$ cat src/rtl/csr_pkg.sv
// Shared definitions for the performance-counter CSR unit:
// CSR addresses, Zicsr funct3 encodings and FSM states.
package csr_pkg;

  localparam logic [11:0] CSR_CYCLE         = 12'hC00;
  localparam logic [11:0] CSR_CYCLEH        = 12'hC80;
  localparam logic [11:0] CSR_INSTRET       = 12'hC02;
  localparam logic [11:0] CSR_INSTRETH      = 12'hC82;
  localparam logic [11:0] CSR_MCYCLE        = 12'hB00;
  localparam logic [11:0] CSR_MCYCLEH       = 12'hB80;
  localparam logic [11:0] CSR_MINSTRET      = 12'hB02;
  localparam logic [11:0] CSR_MINSTRETH     = 12'hB82;
  localparam logic [11:0] CSR_MCOUNTINHIBIT = 12'h320;

  typedef enum logic [2:0] {
    OP_RW  = 3'b001,
    OP_RS  = 3'b010,
    OP_RC  = 3'b011,
    OP_RWI = 3'b101,
    OP_RSI = 3'b110,
    OP_RCI = 3'b111
  } csr_op_e;

  typedef enum logic {
    S_IDLE = 1'b0,
    S_RESP = 1'b1
  } csr_state_e;

endpackage

$ cat src/rtl/csr_counter64.sv
// One wide counter with per-half writes that win over the increment.
// Ports: clk, reset (async low), inc, inhibit, wr_lo, wr_hi, wdata, value.
module csr_counter64 #(
  parameter int CNT_W = 64,
  parameter int XLEN  = 32
) (
  input  logic             clk,
  input  logic             reset,
  input  logic             inc,
  input  logic             inhibit,
  input  logic             wr_lo,
  input  logic             wr_hi,
  input  logic [XLEN-1:0]  wdata,
  output logic [CNT_W-1:0] value
);

  logic [CNT_W-1:0] cnt;

  // A half write leaves the other half alone and drops
  // this cycle's increment (no carry into the other half).
  always_ff @(posedge clk or negedge reset) begin
    if (!reset) begin
      cnt <= '0;
    end else if (wr_lo) begin
      cnt[XLEN-1:0] <= wdata;
    end else if (wr_hi) begin
      cnt[CNT_W-1:XLEN] <= wdata;
    end else if (inc && !inhibit) begin
      cnt <= cnt + 1'b1;
    end
  end

  assign value = cnt;

endmodule

$ cat src/rtl/csr_counter_unit.sv
// Cycle/instret counters with Zicsr access and a valid/ready response.
// Ports: req_* from EXE, retire from WB, rsp_* to WB; option CSR_MCOUNTINHIBIT_EN.
module csr_counter_unit
  import csr_pkg::*;
#(
  parameter int CNT_W    = 64,
  parameter int XLEN     = 32,
  parameter int CYC_SKIP = 2
) (
  input  logic            clk,
  input  logic            reset,
  input  logic            req_valid,
  output logic            req_ready,
  input  logic [2:0]      req_funct3,
  input  logic [11:0]     req_addr,
  input  logic [XLEN-1:0] req_src,
  input  logic            req_src_zero,
  input  logic            retire,
  output logic            rsp_valid,
  input  logic            rsp_ready,
  output logic [XLEN-1:0] rsp_rdata,
  output logic            rsp_illegal
);

  csr_state_e       state, state_nxt;
  csr_op_e          op;
  logic [CNT_W-1:0] mcycle, minstret;
  logic [XLEN-1:0]  old, wval, inh_view;
  logic             sel_cy, sel_ir, sel_inh;
  logic             sel_hi, ro, known;
  logic             op_ok, wr_intent, bad;
  logic             accept, do_wr;
  logic             cy_inh, ir_inh, ir_inc;

  assign op = csr_op_e'(req_funct3);

  always_comb begin
    sel_cy  = 1'b0;
    sel_ir  = 1'b0;
    sel_inh = 1'b0;
    sel_hi  = 1'b0;
    ro      = 1'b0;
    case (req_addr)
      CSR_CYCLE:     begin sel_cy = 1'b1; ro = 1'b1; end
      CSR_CYCLEH:    begin
        sel_cy = 1'b1; sel_hi = 1'b1; ro = 1'b1;
      end
      CSR_INSTRET:   begin sel_ir = 1'b1; ro = 1'b1; end
      CSR_INSTRETH:  begin
        sel_ir = 1'b1; sel_hi = 1'b1; ro = 1'b1;
      end
      CSR_MCYCLE:    sel_cy = 1'b1;
      CSR_MCYCLEH:   begin sel_cy = 1'b1; sel_hi = 1'b1; end
      CSR_MINSTRET:  sel_ir = 1'b1;
      CSR_MINSTRETH: begin sel_ir = 1'b1; sel_hi = 1'b1; end
`ifdef CSR_MCOUNTINHIBIT_EN
      CSR_MCOUNTINHIBIT: sel_inh = 1'b1;
`endif
      default: ;
    endcase
  end

  assign known = sel_cy | sel_ir | sel_inh;

  always_comb begin
    old = '0;
    unique case (1'b1)
      sel_cy:  old = sel_hi ? mcycle[CNT_W-1:XLEN]
                            : mcycle[XLEN-1:0];
      sel_ir:  old = sel_hi ? minstret[CNT_W-1:XLEN]
                            : minstret[XLEN-1:0];
      sel_inh: old = inh_view;
      default: ;
    endcase
  end

  // Set/clear forms only write when rs1/zimm is non-zero.
  always_comb begin
    op_ok     = 1'b1;
    wr_intent = !req_src_zero;
    wval      = old | req_src;
    case (op)
      OP_RW, OP_RWI: begin
        wr_intent = 1'b1;
        wval      = req_src;
      end
      OP_RS, OP_RSI: ;
      OP_RC, OP_RCI: wval = old & ~req_src;
      default: begin
        op_ok     = 1'b0;
        wr_intent = 1'b0;
      end
    endcase
  end

  assign bad   = !known || !op_ok || (ro && wr_intent);
  assign do_wr = accept && !bad && wr_intent;

`ifdef CSR_MCOUNTINHIBIT_EN
  always_ff @(posedge clk or negedge reset) begin
    if (!reset) begin
      cy_inh <= 1'b0;
      ir_inh <= 1'b0;
    end else if (do_wr && sel_inh) begin
      cy_inh <= wval[0];
      ir_inh <= wval[2];
    end
  end
  assign inh_view = {{(XLEN-3){1'b0}}, ir_inh, 1'b0, cy_inh};
`else
  assign cy_inh   = 1'b0;
  assign ir_inh   = 1'b0;
  assign inh_view = '0;
`endif

  assign ir_inc = retire && (mcycle >= CNT_W'(CYC_SKIP));

  csr_counter64 #(.CNT_W(CNT_W), .XLEN(XLEN)) u_cycle (
    .clk     (clk),
    .reset   (reset),
    .inc     (1'b1),
    .inhibit (cy_inh),
    .wr_lo   (do_wr && sel_cy && !sel_hi),
    .wr_hi   (do_wr && sel_cy && sel_hi),
    .wdata   (wval),
    .value   (mcycle)
  );

  csr_counter64 #(.CNT_W(CNT_W), .XLEN(XLEN)) u_instret (
    .clk     (clk),
    .reset   (reset),
    .inc     (ir_inc),
    .inhibit (ir_inh),
    .wr_lo   (do_wr && sel_ir && !sel_hi),
    .wr_hi   (do_wr && sel_ir && sel_hi),
    .wdata   (wval),
    .value   (minstret)
  );

  always_ff @(posedge clk or negedge reset) begin
    if (!reset) state <= S_IDLE;
    else        state <= state_nxt;
  end

  always_comb begin
    state_nxt = state;
    req_ready = 1'b0;
    rsp_valid = 1'b0;
    accept    = 1'b0;
    case (state)
      S_IDLE: begin
        req_ready = 1'b1;
        if (req_valid) begin
          accept    = 1'b1;
          state_nxt = S_RESP;
        end
      end
      S_RESP: begin
        rsp_valid = 1'b1;
        if (rsp_ready) state_nxt = S_IDLE;
      end
      default: state_nxt = S_IDLE;
    endcase
  end

  always_ff @(posedge clk or negedge reset) begin
    if (!reset) begin
      rsp_rdata   <= '0;
      rsp_illegal <= 1'b0;
    end else if (accept) begin
      rsp_rdata   <= bad ? '0 : old;
      rsp_illegal <= bad;
    end
  end

endmodule

$ cat config.mk
export PLATFORM = sky130hd
export DESIGN_NAME = csr_counter_unit
export DESIGN_NICKNAME = d
export VERILOG_FILES = /design/src/rtl/csr_pkg.sv /design/src/rtl/csr_counter64.sv /design/src/rtl/csr_counter_unit.sv
export SDC_FILE = /design/constraint.sdc
export NUM_CORES = 1
export LEC_CHECK = 0
export ABC_AREA = 0
export ABC_CLOCK_PERIOD_IN_PS = 3200
export CORE_MARGIN = 4
export CORE_UTILIZATION = 23
export CTS_BUF_LIST = sky130_fd_sc_hd__clkbuf_4
export DETAILED_ROUTE_END_ITERATION = 12
export GPL_TIMING_DRIVEN = 0
export PLACE_DENSITY = 0.43
export REMOVE_ABC_BUFFERS = 1
export SETUP_SLACK_MARGIN = 0.02
export SLEW_MARGIN = 20
export SYNTH_ARGS = -nofsm -noshare
export SYNTH_HDL_FRONTEND = slang
export SYNTH_SLANG_ARGS = --single-unit
$ cat constraint.sdc
create_clock -name clk -period 3.2 [get_ports clk]
set_input_delay 0.96 -clock clk [delete_from_list [all_inputs] [get_ports clk]]
set_output_delay 0.96 -clock clk [all_outputs]
set_load 0.1 [all_outputs]
==> results.txt <==
----------------------------------------------------
[Run status]
  Result of the run ... complete, but fails checks
  Failing checks ... setup timing

[Synthesis]
  Average footprint of a synthesized cell ... around 8.6 sq um
  Post-synthesis cell type with the largest combined area ... sky130_fd_sc_hd__dfrtp_1
  Commonest cells in the netlist ... 162 x sky130_fd_sc_hd__dfrtp_1, 150 x sky130_fd_sc_hd__nand2_1, 84 x sky130_fd_sc_hd__a21oi_1
  Yosys reg bits ... 162
  Yosys top cell area share ... 0.367
  Post-synth top flop ... sky130_fd_sc_hd__dfrtp_1
  Netlist area before placement ... 11,000 sq um
  Share of async-settable or async-resettable flops after synthesis ... 1.00
  Number of enable-type register cells in the synthesized netlist ... 0
  Sequential cell area fraction in the yosys report ... 0.367
  Post-synthesis cell type count ... 80
  Synthesis Warnings ... 0
  Leading post-synthesis cells by cell area ... sky130_fd_sc_hd__dfrtp_1 37%, sky130_fd_sc_hd__mux2i_1 6.4%, sky130_fd_sc_hd__nand2_1 5.1%
  Number of standard cells after synthesis ... 1,281
  Most frequent cell after synthesis ... sky130_fd_sc_hd__dfrtp_1

[GRT]
  First-pass GRT wire length ... 73.5 mm
  Vias in the first global route ... 10,861
  All-Layer GR Usage ... 0.189
  Initial antenna violation count ... 2
  Largest net degree at the start of global routing ... 84
  Overflow left after global routing ... 0

[Floorplanning]
  FP Rows ... 80
  Width of the die ... 227 um
  I/O Pins ... 88
  Core Region ... 47,500 sq um
  Initial Util ... 0.232
  Overall die area ... ~52,000 sq um
  Vertical die dimension ... ~230 um

[Detailed routing]
  Number of nets with antenna violations after detailed routing ... 0
  Number of DRC violations after detailed routing ... 0
  Wire length per cell after detailed routing ... between 20 and 30 um
  Detail-routed via count per cell ... 5.78
  Wirelength, routed ... 49.8 mm
  Met2 Wirelength ... 21.0 mm
  Total met3 wirelength after detailed routing ... 3.60 mm
  DRC violation total after the first TritonRoute iteration ... 1,197
  Post-route met1 wirelength ... approximately 24 mm
  Iteration count of the initial detailed-routing pass ... 5
  Routed via count ... ~11,000
  Top routing layer in use ... met4

[Min path]
  Class of the tightest hold or removal check ... input port to asynchronous set/reset pin

[Clock tree]
  TritonCTS clock tree ... done
  TritonCTS Buffers ... 17
  H-tree Lvls ... 4
  CTS Hold Bufs ... 0
  Clk buf depth ... 2
  Later-pin clock latency in the skew report ... 0.67 ns
  Buffer type at the clock tree root ... sky130_fd_sc_hd__clkbuf_4
  Number of sinks on the clock net ... 162
  CTS clock-pin slew for the worst setup and hold paths ... 0.17 ns

[Power]
  Leak ... between 5 and 6 nW
  Pwr Density ... 325 nW/um^2
  Max IR drop VDD ... 0.185 mV

[Layout]
  Net total in the final layout ... around 1,400
  Count of non-filler cells in the finished layout ... 1,973
  Final standard cell utilization of the core ... 0.283
  Final design area excluding fillers ... 13,400 sq um
  Area growth, synth to finish ... 21.8%
  Share of cells above drive strength 1 ... 0.122

[STA]
  Transition time of the tightest slew-check pin ... 1.02 ns
  Setup repair after global routing missed its margin ... true
  Final number of hold-violating endpoints ... 0
  Number of pins with negative max-slew slack in the final report ... 0
  Timing-limited maximum frequency ... about 0.31 GHz
  # setup viols final ... 1
  Tmin final ... 3.21 ns
  Fin crit share ... 1.00
  Skew final ... 0.0375 ns
  PnR worst setup slack ... -0.00502 ns
  Worst-case headroom to the max-slew limit ... 0.313

[Critical path]
  Kind of critical path ... input port to flop
  Endpoint class of the critical path ... flop
  Critical path arrival ... 3.78 ns
  Crit path max fanout ... 29
  Critical path data required time ... between 3 and 4 ns
  Startpoint types ... input port

[Place]
  Last weighted congestion value of the routability-driven placer ... 0.884
  Detailed-placement wirelength estimate ... 35.6 mm
  Placed Cells ... approximately 1,900
  Dpl ws ... -1.63 ns
  # port buffers ... 86
  Post-detailed-placement cell area ... 12,700 sq um

[Flow run]
  MaxCap Viol Count ... 0

----------------------------------------------------
[cells by family after synthesis]
family          share of synthesized area
buf+inv                            0.0421
fa+ha+maj                         0.00340
compound gates                      0.230
mux                                0.0715
flops                               0.367
simple gates                        0.250
xor+xnor                           0.0357
[placed cells by master (no fill, tap or decap), types with 6 or more instances in the layout]
cell	count
sky130_fd_sc_hd__a22o_1	30
sky130_fd_sc_hd__mux2i_1	71
sky130_fd_sc_hd__o32a_1	8
sky130_fd_sc_hd__dfrtp_1	162
sky130_fd_sc_hd__nor3_1	17
sky130_fd_sc_hd__clkbuf_4	20
sky130_fd_sc_hd__buf_4	27
sky130_fd_sc_hd__or3_1	10
sky130_fd_sc_hd__dlymetal6s2s_1	17
sky130_fd_sc_hd__inv_1	25
sky130_fd_sc_hd__and4_1	6
sky130_fd_sc_hd__o22ai_1	37
sky130_fd_sc_hd__or2_2	8
sky130_fd_sc_hd__dlygate4sd2_1	18
sky130_fd_sc_hd__nand3_1	75
sky130_fd_sc_hd__o311ai_0	13
sky130_fd_sc_hd__or4_1	8
sky130_fd_sc_hd__a32oi_1	7
sky130_fd_sc_hd__nand4_1	68
sky130_fd_sc_hd__nor4_2	6
sky130_fd_sc_hd__o211ai_1	48
sky130_fd_sc_hd__a21o_1	20
sky130_fd_sc_hd__and2_1	12
sky130_fd_sc_hd__buf_2	7
sky130_fd_sc_hd__nand2_1	147
sky130_fd_sc_hd__clkdlybuf4s50_1	47
sky130_fd_sc_hd__and3_1	28
sky130_fd_sc_hd__xnor2_1	41
sky130_fd_sc_hd__nor4_1	39
sky130_fd_sc_hd__a21oi_2	13
sky130_fd_sc_hd__buf_6	9
sky130_fd_sc_hd__o21ai_0	29
sky130_fd_sc_hd__a221o_1	8
sky130_fd_sc_hd__mux2_2	7
sky130_fd_sc_hd__nor2_1	39
sky130_fd_sc_hd__a21oi_1	70
sky130_fd_sc_hd__o21ai_1	10
[flip-flops by register name, summed over array words and instances (netlist names)]
name	cells
rsp_rdata	32
u_instret.value	64
state	1
rsp_illegal	1
u_cycle.value	64
[worst max-delay path, cell delays in order]
cell	delay, ns
sky130_fd_sc_hd__clkdlybuf4s50_1	0.56
sky130_fd_sc_hd__or3_2	0.71
sky130_fd_sc_hd__buf_12	0.24
sky130_fd_sc_hd__o22ai_1	0.39
sky130_fd_sc_hd__a21oi_1	0.15
sky130_fd_sc_hd__a21oi_2	0.42
sky130_fd_sc_hd__a211oi_1	0.18
sky130_fd_sc_hd__a21oi_1	0.15
[worst paths after layout]
path / start / end / slack [ns] / cells past startpoint
max: req_addr[4] / u_cycle.value[1] / -0.005 / 8
min: reset / u_cycle.value[34] / 0.30 / 1
max reg2reg: u_cycle.value[51] / u_instret.value[11] / 0.12 / 6
min reg2reg: rsp_rdata[29] / rsp_rdata[29] / 0.50 / 2
max in group asynchronous: reset / rsp_rdata[12] / 1.97 / 2
min in group clk: rsp_rdata[29] / rsp_rdata[29] / 0.50 / 2
[cell type report]
cell class | instances | area [sq um]
fill | 5051 | 34100
multi-input combinational | 1002 | 6870
sequential | 162 | 4050
timing repair buffer | 137 | 1400
tap | 615 | 769
clock buffer | 19 | 143
clock inverter | 12 | 118
inverter | 25 | 93.8
antenna | 1 | 2.50
[layer usage]
metal,GRT usage,vias up
li1,-,5101
met1,0.287,5728
met2,0.273,519
met3,0.0334,56
met4,0.0572,0
met5,0,-
[what timing repair did]
item,CTS,global route
resized for setup,48,35
pin swaps,9,1
setup endpoints to repair,138,74
cloned,2,0
buffers inserted,15,6
[report_power, final]
part | switching (W) | internal [W]
Sequential | 0.000165 | 0.00212
Combinational | 0.000512 | 0.000270
Clock | 0.000836 | 0.000464
[through the flow]
step	total power, W	setup TNS, ns	hold slack [ns]
final	0.00437	-0.00502	0.295
after global routing	0.00455	-0.00566	0.303
after CTS	0.00439	0	0.288
after detailed placement	0.00306	-148.66	0.471
after global placement	0.00304	-1880.19	0.469
after floorplan	0.00262	-88.05	0.477
Power figures use the tool's default switching activity.
